--- src/rtl/coin_acceptor_pkg.sv ---
// Shared definitions for the coin acceptor front end: coin values, coin
// indices and the emitter state encoding.
package coin_acceptor_pkg;

    localparam int QUARTER_CENTS = 25;
    localparam int DIME_CENTS    = 10;
    localparam int NICKLE_CENTS  = 5;

    localparam int Q = 2;
    localparam int D = 1;
    localparam int N = 0;

    typedef enum logic [1:0] {
        ST_IDLE  = 2'd0,
        ST_PULSE = 2'd1,
        ST_GAP   = 2'd2
    } emit_state_t;

    function automatic int coin_cents(input int idx);
        case (idx)
            Q:       return QUARTER_CENTS;
            D:       return DIME_CENTS;
            N:       return NICKLE_CENTS;
            default: return 0;
        endcase
    endfunction

endpackage

--- src/rtl/coin_acceptor_if.sv ---
// Coin chute inputs, controller coin pulses and status counters of the
// coin acceptor; the acceptor sits on the slave side.
interface coin_acceptor_if #(
    parameter int CNT_W = 16
);
    logic             rawquarter;
    logic             rawdime;
    logic             rawnickle;
    logic             INHIBIT;
    logic             outquarter;
    logic             outdime;
    logic             outnickle;
    logic             REJECT;
    logic [CNT_W-1:0] credit_total;
    logic [CNT_W-1:0] reject_count;
    logic             busy;

    modport master (
        output rawquarter, rawdime, rawnickle, INHIBIT,
        input  outquarter, outdime, outnickle, REJECT,
        input  credit_total, reject_count, busy
    );

    modport slave (
        input  rawquarter, rawdime, rawnickle, INHIBIT,
        output outquarter, outdime, outnickle, REJECT,
        output credit_total, reject_count, busy
    );
endinterface

--- src/rtl/coin_acceptor_debounce.sv ---
// One coin chute line: 2-flop synchroniser, debounce counter, arm flag and
// a single-cycle event on an armed debounced rising edge.
module coin_debounce #(
    parameter int DEBOUNCE_CYCLES = 16
) (
    input  logic CLK,
    input  logic RESET,
    input  logic i_raw,
    output logic o_rise
);
    localparam int            CW   = $clog2(DEBOUNCE_CYCLES);
    localparam logic [CW-1:0] LAST = CW'(DEBOUNCE_CYCLES - 1);

    logic          r_sync_p0;
    logic          r_sync_p1;
    logic          r_level;
    logic          r_armed;
    logic [CW-1:0] r_cnt;
    logic [CW-1:0] r_arm_cnt;
    logic          w_diff;
    logic          w_flip;

    assign w_diff = (r_sync_p1 != r_level);
    assign w_flip = w_diff && (r_cnt == LAST);
    assign o_rise = w_flip && r_armed && r_sync_p1;

    always_ff @(posedge CLK) begin
        if (RESET) begin
            r_sync_p0 <= 1'b0;
            r_sync_p1 <= 1'b0;
            r_level   <= 1'b0;
            r_armed   <= 1'b0;
            r_cnt     <= '0;
            r_arm_cnt <= '0;
        end else begin
            // stage p0 -> p1: metastability settling
            r_sync_p0 <= i_raw;
            r_sync_p1 <= r_sync_p0;

            if (w_flip) begin
                r_level <= r_sync_p1;
                r_cnt   <= '0;
            end else if (w_diff) begin
                r_cnt <= r_cnt + 1'b1;
            end else begin
                r_cnt <= '0;
            end

            // The first settled level after reset arms the line silently.
            if (!r_armed) begin
                if (w_flip) begin
                    r_armed <= 1'b1;
                end else if (w_diff) begin
                    r_arm_cnt <= '0;
                end else if (r_arm_cnt == LAST) begin
                    r_armed <= 1'b1;
                end else begin
                    r_arm_cnt <= r_arm_cnt + 1'b1;
                end
            end
        end
    end

endmodule

--- src/rtl/coin_acceptor.sv ---
// Coin acceptor front end: debounces three chutes, buffers accepted coins in
// per-coin pending counters and emits them as spaced one-hot pulses.
module coin_acceptor
    import coin_acceptor_pkg::*;
#(
    parameter int DEBOUNCE_CYCLES = 16,
    parameter int GAP_CYCLES      = 1,
    parameter int PEND_W          = 3,
    parameter int CNT_W           = 16
) (
    input  logic           CLK,
    input  logic           RESET,
    coin_acceptor_if.slave bus
);
    localparam logic [PEND_W-1:0] PEND_MAX = '1;
    localparam int                GW       = (GAP_CYCLES > 1) ? $clog2(GAP_CYCLES) : 1;
    localparam logic [GW-1:0]     GAP_LAST = GW'(GAP_CYCLES - 1);

    logic [2:0]        w_raw;
    logic [2:0]        w_rise;
    logic [2:0]        w_rej;
    logic [2:0]        w_inc;
    logic [2:0]        w_dec;
    logic [2:0]        w_out_nxt;
    logic              w_any;
    logic [CNT_W-1:0]  w_cents;
    logic [CNT_W-1:0]  w_rej_n;
    emit_state_t       w_state_nxt;
    logic [GW-1:0]     w_gap_nxt;

    logic [PEND_W-1:0] r_pend [3];
    emit_state_t       r_state;
    logic [GW-1:0]     r_gap;
    logic [2:0]        r_out;
    logic              r_reject;
    logic [CNT_W-1:0]  r_credit;
    logic [CNT_W-1:0]  r_rej_cnt;

    function automatic logic [CNT_W-1:0] sat_add(input logic [CNT_W-1:0] a,
                                                 input logic [CNT_W-1:0] b);
        logic [CNT_W:0] s;
        s = {1'b0, a} + {1'b0, b};
        return s[CNT_W] ? {CNT_W{1'b1}} : s[CNT_W-1:0];
    endfunction

    assign w_raw[Q] = bus.rawquarter;
    assign w_raw[D] = bus.rawdime;
    assign w_raw[N] = bus.rawnickle;

    for (genvar gi = 0; gi < 3; gi++) begin : g_db
        coin_debounce #(
            .DEBOUNCE_CYCLES(DEBOUNCE_CYCLES)
        ) u_db (
            .CLK   (CLK),
            .RESET (RESET),
            .i_raw (w_raw[gi]),
            .o_rise(w_rise[gi])
        );
    end

    assign w_any = (r_pend[Q] != '0) || (r_pend[D] != '0) || (r_pend[N] != '0);

    // A full counter still accepts when the emitter drains it this same cycle.
    always_comb begin
        w_rej = '0;
        w_inc = '0;
        for (int i = 0; i < 3; i++) begin
            w_rej[i] = w_rise[i] && (bus.INHIBIT || ((r_pend[i] == PEND_MAX) && !w_dec[i]));
            w_inc[i] = w_rise[i] && !w_rej[i];
        end
    end

    always_comb begin
        w_state_nxt = r_state;
        w_gap_nxt   = r_gap;
        w_dec       = '0;
        w_out_nxt   = '0;
        case (r_state)
            ST_IDLE: begin
                if (!bus.INHIBIT && w_any) begin
                    w_state_nxt = ST_PULSE;
                    if (r_pend[Q] != '0) begin
                        w_dec[Q] = 1'b1;
                    end else if (r_pend[D] != '0) begin
                        w_dec[D] = 1'b1;
                    end else begin
                        w_dec[N] = 1'b1;
                    end
                    w_out_nxt = w_dec;
                end
            end
            ST_PULSE: begin
                w_state_nxt = ST_GAP;
                w_gap_nxt   = '0;
            end
            ST_GAP: begin
                if (r_gap == GAP_LAST) begin
                    w_state_nxt = ST_IDLE;
                end else begin
                    w_gap_nxt = r_gap + 1'b1;
                end
            end
            default: w_state_nxt = ST_IDLE;
        endcase
    end

    always_comb begin
        w_cents = '0;
        if (r_out[Q]) begin
            w_cents = CNT_W'(coin_cents(Q));
        end else if (r_out[D]) begin
            w_cents = CNT_W'(coin_cents(D));
        end else if (r_out[N]) begin
            w_cents = CNT_W'(coin_cents(N));
        end
        w_rej_n = CNT_W'({1'b0, w_rej[0]} + {1'b0, w_rej[1]} + {1'b0, w_rej[2]});
    end

    always_ff @(posedge CLK) begin
        if (RESET) begin
            for (int i = 0; i < 3; i++) begin
                r_pend[i] <= '0;
            end
            r_state   <= ST_IDLE;
            r_gap     <= '0;
            r_out     <= '0;
            r_reject  <= 1'b0;
            r_credit  <= '0;
            r_rej_cnt <= '0;
        end else begin
            for (int i = 0; i < 3; i++) begin
                case ({w_inc[i], w_dec[i]})
                    2'b10:   r_pend[i] <= r_pend[i] + 1'b1;
                    2'b01:   r_pend[i] <= r_pend[i] - 1'b1;
                    default: r_pend[i] <= r_pend[i];
                endcase
            end
            // stage p0: registered pulse and status outputs
            r_state   <= w_state_nxt;
            r_gap     <= w_gap_nxt;
            r_out     <= w_out_nxt;
            r_reject  <= |w_rej;
            r_credit  <= sat_add(r_credit, w_cents);
            r_rej_cnt <= sat_add(r_rej_cnt, w_rej_n);
        end
    end

    assign bus.outquarter   = r_out[Q];
    assign bus.outdime      = r_out[D];
    assign bus.outnickle    = r_out[N];
    assign bus.REJECT       = r_reject;
    assign bus.credit_total = r_credit;
    assign bus.reject_count = r_rej_cnt;
    assign bus.busy         = w_any || (r_state != ST_IDLE);

endmodule

--- src/flat_wrapper.sv ---
// flat-port wrapper written by rule: the top's interface ports become plain ports
module coin_acceptor_flat import coin_acceptor_pkg::*;
#(
    parameter int DEBOUNCE_CYCLES = 16,
    parameter int GAP_CYCLES      = 1,
    parameter int PEND_W          = 3,
    parameter int CNT_W           = 16
)
  (CLK, RESET, bus_rawquarter, bus_rawdime, bus_rawnickle, bus_INHIBIT, bus_outquarter, bus_outdime, bus_outnickle, bus_REJECT, bus_credit_total, bus_reject_count, bus_busy);
  coin_acceptor_if #(.CNT_W(CNT_W)) bus_i ();
  input  logic CLK;
  input  logic RESET;
  input wire logic [$bits(bus_i.rawquarter)-1:0] bus_rawquarter;
  input wire logic [$bits(bus_i.rawdime)-1:0] bus_rawdime;
  input wire logic [$bits(bus_i.rawnickle)-1:0] bus_rawnickle;
  input wire logic [$bits(bus_i.INHIBIT)-1:0] bus_INHIBIT;
  output wire logic [$bits(bus_i.outquarter)-1:0] bus_outquarter;
  output wire logic [$bits(bus_i.outdime)-1:0] bus_outdime;
  output wire logic [$bits(bus_i.outnickle)-1:0] bus_outnickle;
  output wire logic [$bits(bus_i.REJECT)-1:0] bus_REJECT;
  output wire logic [$bits(bus_i.credit_total)-1:0] bus_credit_total;
  output wire logic [$bits(bus_i.reject_count)-1:0] bus_reject_count;
  output wire logic [$bits(bus_i.busy)-1:0] bus_busy;
  assign bus_i.rawquarter = bus_rawquarter;
  assign bus_i.rawdime = bus_rawdime;
  assign bus_i.rawnickle = bus_rawnickle;
  assign bus_i.INHIBIT = bus_INHIBIT;
  assign bus_outquarter = bus_i.outquarter;
  assign bus_outdime = bus_i.outdime;
  assign bus_outnickle = bus_i.outnickle;
  assign bus_REJECT = bus_i.REJECT;
  assign bus_credit_total = bus_i.credit_total;
  assign bus_reject_count = bus_i.reject_count;
  assign bus_busy = bus_i.busy;
  coin_acceptor #(.DEBOUNCE_CYCLES(DEBOUNCE_CYCLES), .GAP_CYCLES(GAP_CYCLES), .PEND_W(PEND_W), .CNT_W(CNT_W)) u_core (.CLK(CLK), .RESET(RESET), .bus(bus_i));
endmodule
--- config.mk ---
export PLATFORM = sky130hd
export DESIGN_NAME = coin_acceptor_flat
export DESIGN_NICKNAME = d
export VERILOG_FILES = /design/src/rtl/coin_acceptor_pkg.sv /design/src/rtl/coin_acceptor_if.sv /design/src/rtl/coin_acceptor_debounce.sv /design/src/rtl/coin_acceptor.sv /design/src/flat_wrapper.sv
export SDC_FILE = /design/constraint.sdc
export NUM_CORES = 1
export LEC_CHECK = 0
export BUFFER_PORTS_ARGS = -buffer_cell sky130_fd_sc_hd__clkbuf_2
export CAP_MARGIN = 20
export CELL_PAD_IN_SITES_DETAIL_PLACEMENT = 1
export CELL_PAD_IN_SITES_GLOBAL_PLACEMENT = 1
export CORE_UTILIZATION = 35
export CTS_CLUSTER_SIZE = 10
export DETAILED_ROUTE_END_ITERATION = 16
export PLACE_DENSITY_LB_ADDON = 0.1
export SYNTH_ARGS = -nofsm -noshare
export SYNTH_HDL_FRONTEND = slang
export SYNTH_SLANG_ARGS = --single-unit
--- constraint.sdc ---
create_clock -name CLK -period 3.7 [get_ports CLK]
set_input_delay 1.11 -clock CLK [delete_from_list [all_inputs] [get_ports CLK]]
set_output_delay 1.11 -clock CLK [all_outputs]
set_load 0.01 [all_outputs]
==> results.cfg <==
[floorplanning]
die_w_um = 110
fp.dieH_um = 110
dieArea_um2 = 12100
fp-row-count = 39
core-area_um2 = 11400
start_util = 0.359
io_pins = 43

[sta]
hold_violations = 0
max_slew_margin = 0.526
worst_slack_ns = 0.0973
finalSetupViolCount = 0
drv_slew = 0
worstMarginPinSlew_ns = 0.712
fmax_ghz = 0.278
rsz0062_at_grt = true
fin_skew_ns = 0.00386
period_needed_ns = 3.60
fin_crit_sh = 0.974

[final_layout]
final-seq-area_um2 = 1750
final_area_um2 = 5050
drive_gt1_frac = 0.217
synthToLayoutAreaGrowth_pct = 23.9
diodes = 0
fin_nets = 554
n_fill_cell = 1334
multi_input_area_um2 = 2260

[worst_setup_path]
crit_arrival_ns = 3.80
end_kind = register
crit_buf_inv = 3
path_class = register to register
critical-path-top-delay-family = simple AND/OR/NAND/NOR gates
crit_path_max_incr_delay_ns = 0.48
crit_chain = inv_2 -> ha_4 -> or4b_4 -> nor2_4 -> nand3_2 -> inv_2 -> nor2_2 -> and2_4 -> fa_1 -> ha_2 -> fa_2 -> a21o_1 -> nand2b_1 -> nor2_2 -> nand4_1 -> buf_4 -> a21oi_1
start_kind = register
crit_slowest_cell = or4b_4
cp_max_fo = 4
worst_ep_required_time_ns = 3.90

[min_path]
hp-class = register to register

[drt]
via_count = 3345
drt_first_pass_iters = 4
wl_per_cell_um = 14.5
drt_wl_total_um = 9610
antenna_left = 0
drt_iter0_markers = 134
drc = 0
via_per_inst = 5.05

[place]
dp_worst_setup_slack_ns = -0.208
dp_hpwl_um = 6740
port_buffers = 42
routabilityCongestion = 0.752
place_area_um2 = 4540

[synthesis]
synth.area.top_cells = dfxtp_1 36%, ha_1 8.6%, edfxtp_1 6.6%
yosys.area.top_type_share = 0.363
synth_ff_type = dfxtp_1
syn_inst = 446
ys_types = 53
synth-warning-count = 0
synth_area_um2 = 4080
mappedNetlistNets = 485
yosysTopAreaCell = dfxtp_1
synth_enable_flop_cells = 9
avgSynthCellArea_um2 = 9.14
synth_seq_cells = 83
synthArstFlopShare = 0
yosysSeqAreaShare = 0.430

[clock_network]
clockBufferDepth = 2
cts.sinks = 83
cts-root-buf = clkbuf_16
cts_tree = yes
htreeDepth = 3
cts_made_buffers = 9
clk_latency_ns = 0.34
path_clk_slew_ns = 0.06

[power_and_ir_drop]
irDropWorstVdd_mv = 0.197
cellPowerDensity_nw_per_um2 = 436
p_leak_nw = 2.18

[global_routing]
grt_max_degree = 59
grtUsageTotal = 0.171
grt_overflow_total = 0
antenna_found_initial = 0
grt_pass1_wl_um = 15700
grt_pass1_vias = 3386

[status]
outcome = finished, final reports clean

[job]
cap_violations = 0
-- area by class of cell --
type	count	area share
tap	143	0.0354
sequential	83	0.347
clock buffer	11	0.0523
multi-input combinational	324	0.447
timing repair buffer	67	0.0803
inverter	30	0.0223
clock inverter	5	0.0161
-- repair_timing --
action | 4_1_cts | 5_1_grt
hold buffers | 0 | 0
pin swaps | 3 | 8
endpoints found under the setup margin | 16 | 16
gates resized for setup | 9 | 16
buffers inserted | 2 | 7
cloned | 1 | 0
-- power by group --
part / total (mW) / switching [mW] / internal, mW / leakage (nW)
Combinational: 0.191 / 0.104 / 0.0870 / 1.32
Clock: 1.03 / 0.380 / 0.652 / 0.167
Sequential: 0.980 / 0.0320 / 0.948 / 0.692
-- layout by cell type, fill, tap and decap left out, drive strengths merged, types with 9 or more instances in the layout --
cell type,instances
a21oi,40
buf,25
clkbuf,53
dfxtp,74
edfxtp,9
ha,28
inv,31
nand2,27
nand3,24
nor2,52
nor2b,9
nor3,13
o21ai,10
xnor2,22
xor2,18
-- per-layer routing --
metal / share of wire / track usage / up-vias / routed length [um]
met1: 0.47 / 0.209 / 1618 / 4550
li1: - / - / 1676 / -
met3: 0.028 / 0.0344 / 13 / 265
met4: 0.017 / 0.0743 / 0 / 166
met5: 0 / 0 / - / 0
met2: 0.48 / 0.289 / 38 / 4630
-- cells in the mapped netlist (all sizes together), types with 2 or more instances --
cell type / n
and2: 4
nor2b: 9
a31o: 2
or3: 4
dfxtp: 74
a31oi: 6
nor4: 2
nand3: 24
a21o: 8
a211oi: 4
nand2: 27
nor3b: 3
and3: 8
nand4: 4
a41o: 2
edfxtp: 9
clkbuf: 7
nor3: 13
a21oi: 40
inv: 30
o21ai: 10
buf: 2
and4b: 2
and4: 2
mux2i: 5
xnor2: 22
fa: 5
xor2: 18
nor2: 52
nand2b: 5
ha: 28
or2: 2
-- metrics by stage --
step	TNS, ns	power, mW	util	hold slack [ns]	instances
final	0	2.20	0.444	0.442	663
after global placement	-1.47	1.17	0.400	0.421	637
after global routing	-0.870	2.31	0.444	0.466	663
after CTS	0	2.23	0.434	0.446	656
after detailed placement	-2.82	1.18	0.400	0.431	637
after floorplan	0	1.12	-	0.414	446
-- state kept, by name, summed over array words and instances (netlist names), 2 cells and up --
register / flops
u_core.bus.credit_total: 16
u_core.bus.reject_count: 16
u_core.g_db.u_db.r_arm_cnt: 12
u_core.g_db.u_db.r_cnt: 12
u_core.r_pend: 9
u_core.g_db.u_db.r_armed: 3
u_core.g_db.u_db.r_level: 3
u_core.g_db.u_db.r_sync_p0: 3
u_core.g_db.u_db.r_sync_p1: 3
u_core.r_out: 3
u_core.r_state: 2
-- path summary, 6_finish.rpt --
kind	start	endpoint	slack (ns)	cells past startpoint
max	u_core.r_pend[2][1]	u_core.bus.reject_count[10]	0.1	17
min	u_core.g_db[2].u_db.r_sync_p0	u_core.g_db[2].u_db.r_sync_p1	0.44	1
min reg2reg	u_core.g_db[2].u_db.r_sync_p0	u_core.g_db[2].u_db.r_sync_p1	0.44	1
max reg2reg	u_core.r_pend[2][1]	u_core.bus.reject_count[10]	0.1	17
-- kinds of logic (layout without fill, tap and decap cells) --
kind of cell / after synthesis / in the layout / synth area share
and+or+nand+nor: 164 / 164 / 0.200
DFF: 83 / 83 / 0.430
AOI/OAI and AO/OA: 82 / 82 / 0.124
xor gates and xnor gates: 40 / 40 / 0.0878
buffers and inverters: 39 / 113 / 0.0362
adders and majority gates: 33 / 33 / 0.110
muxes: 5 / 5 / 0.0123
(Power assumes the default switching activity.)
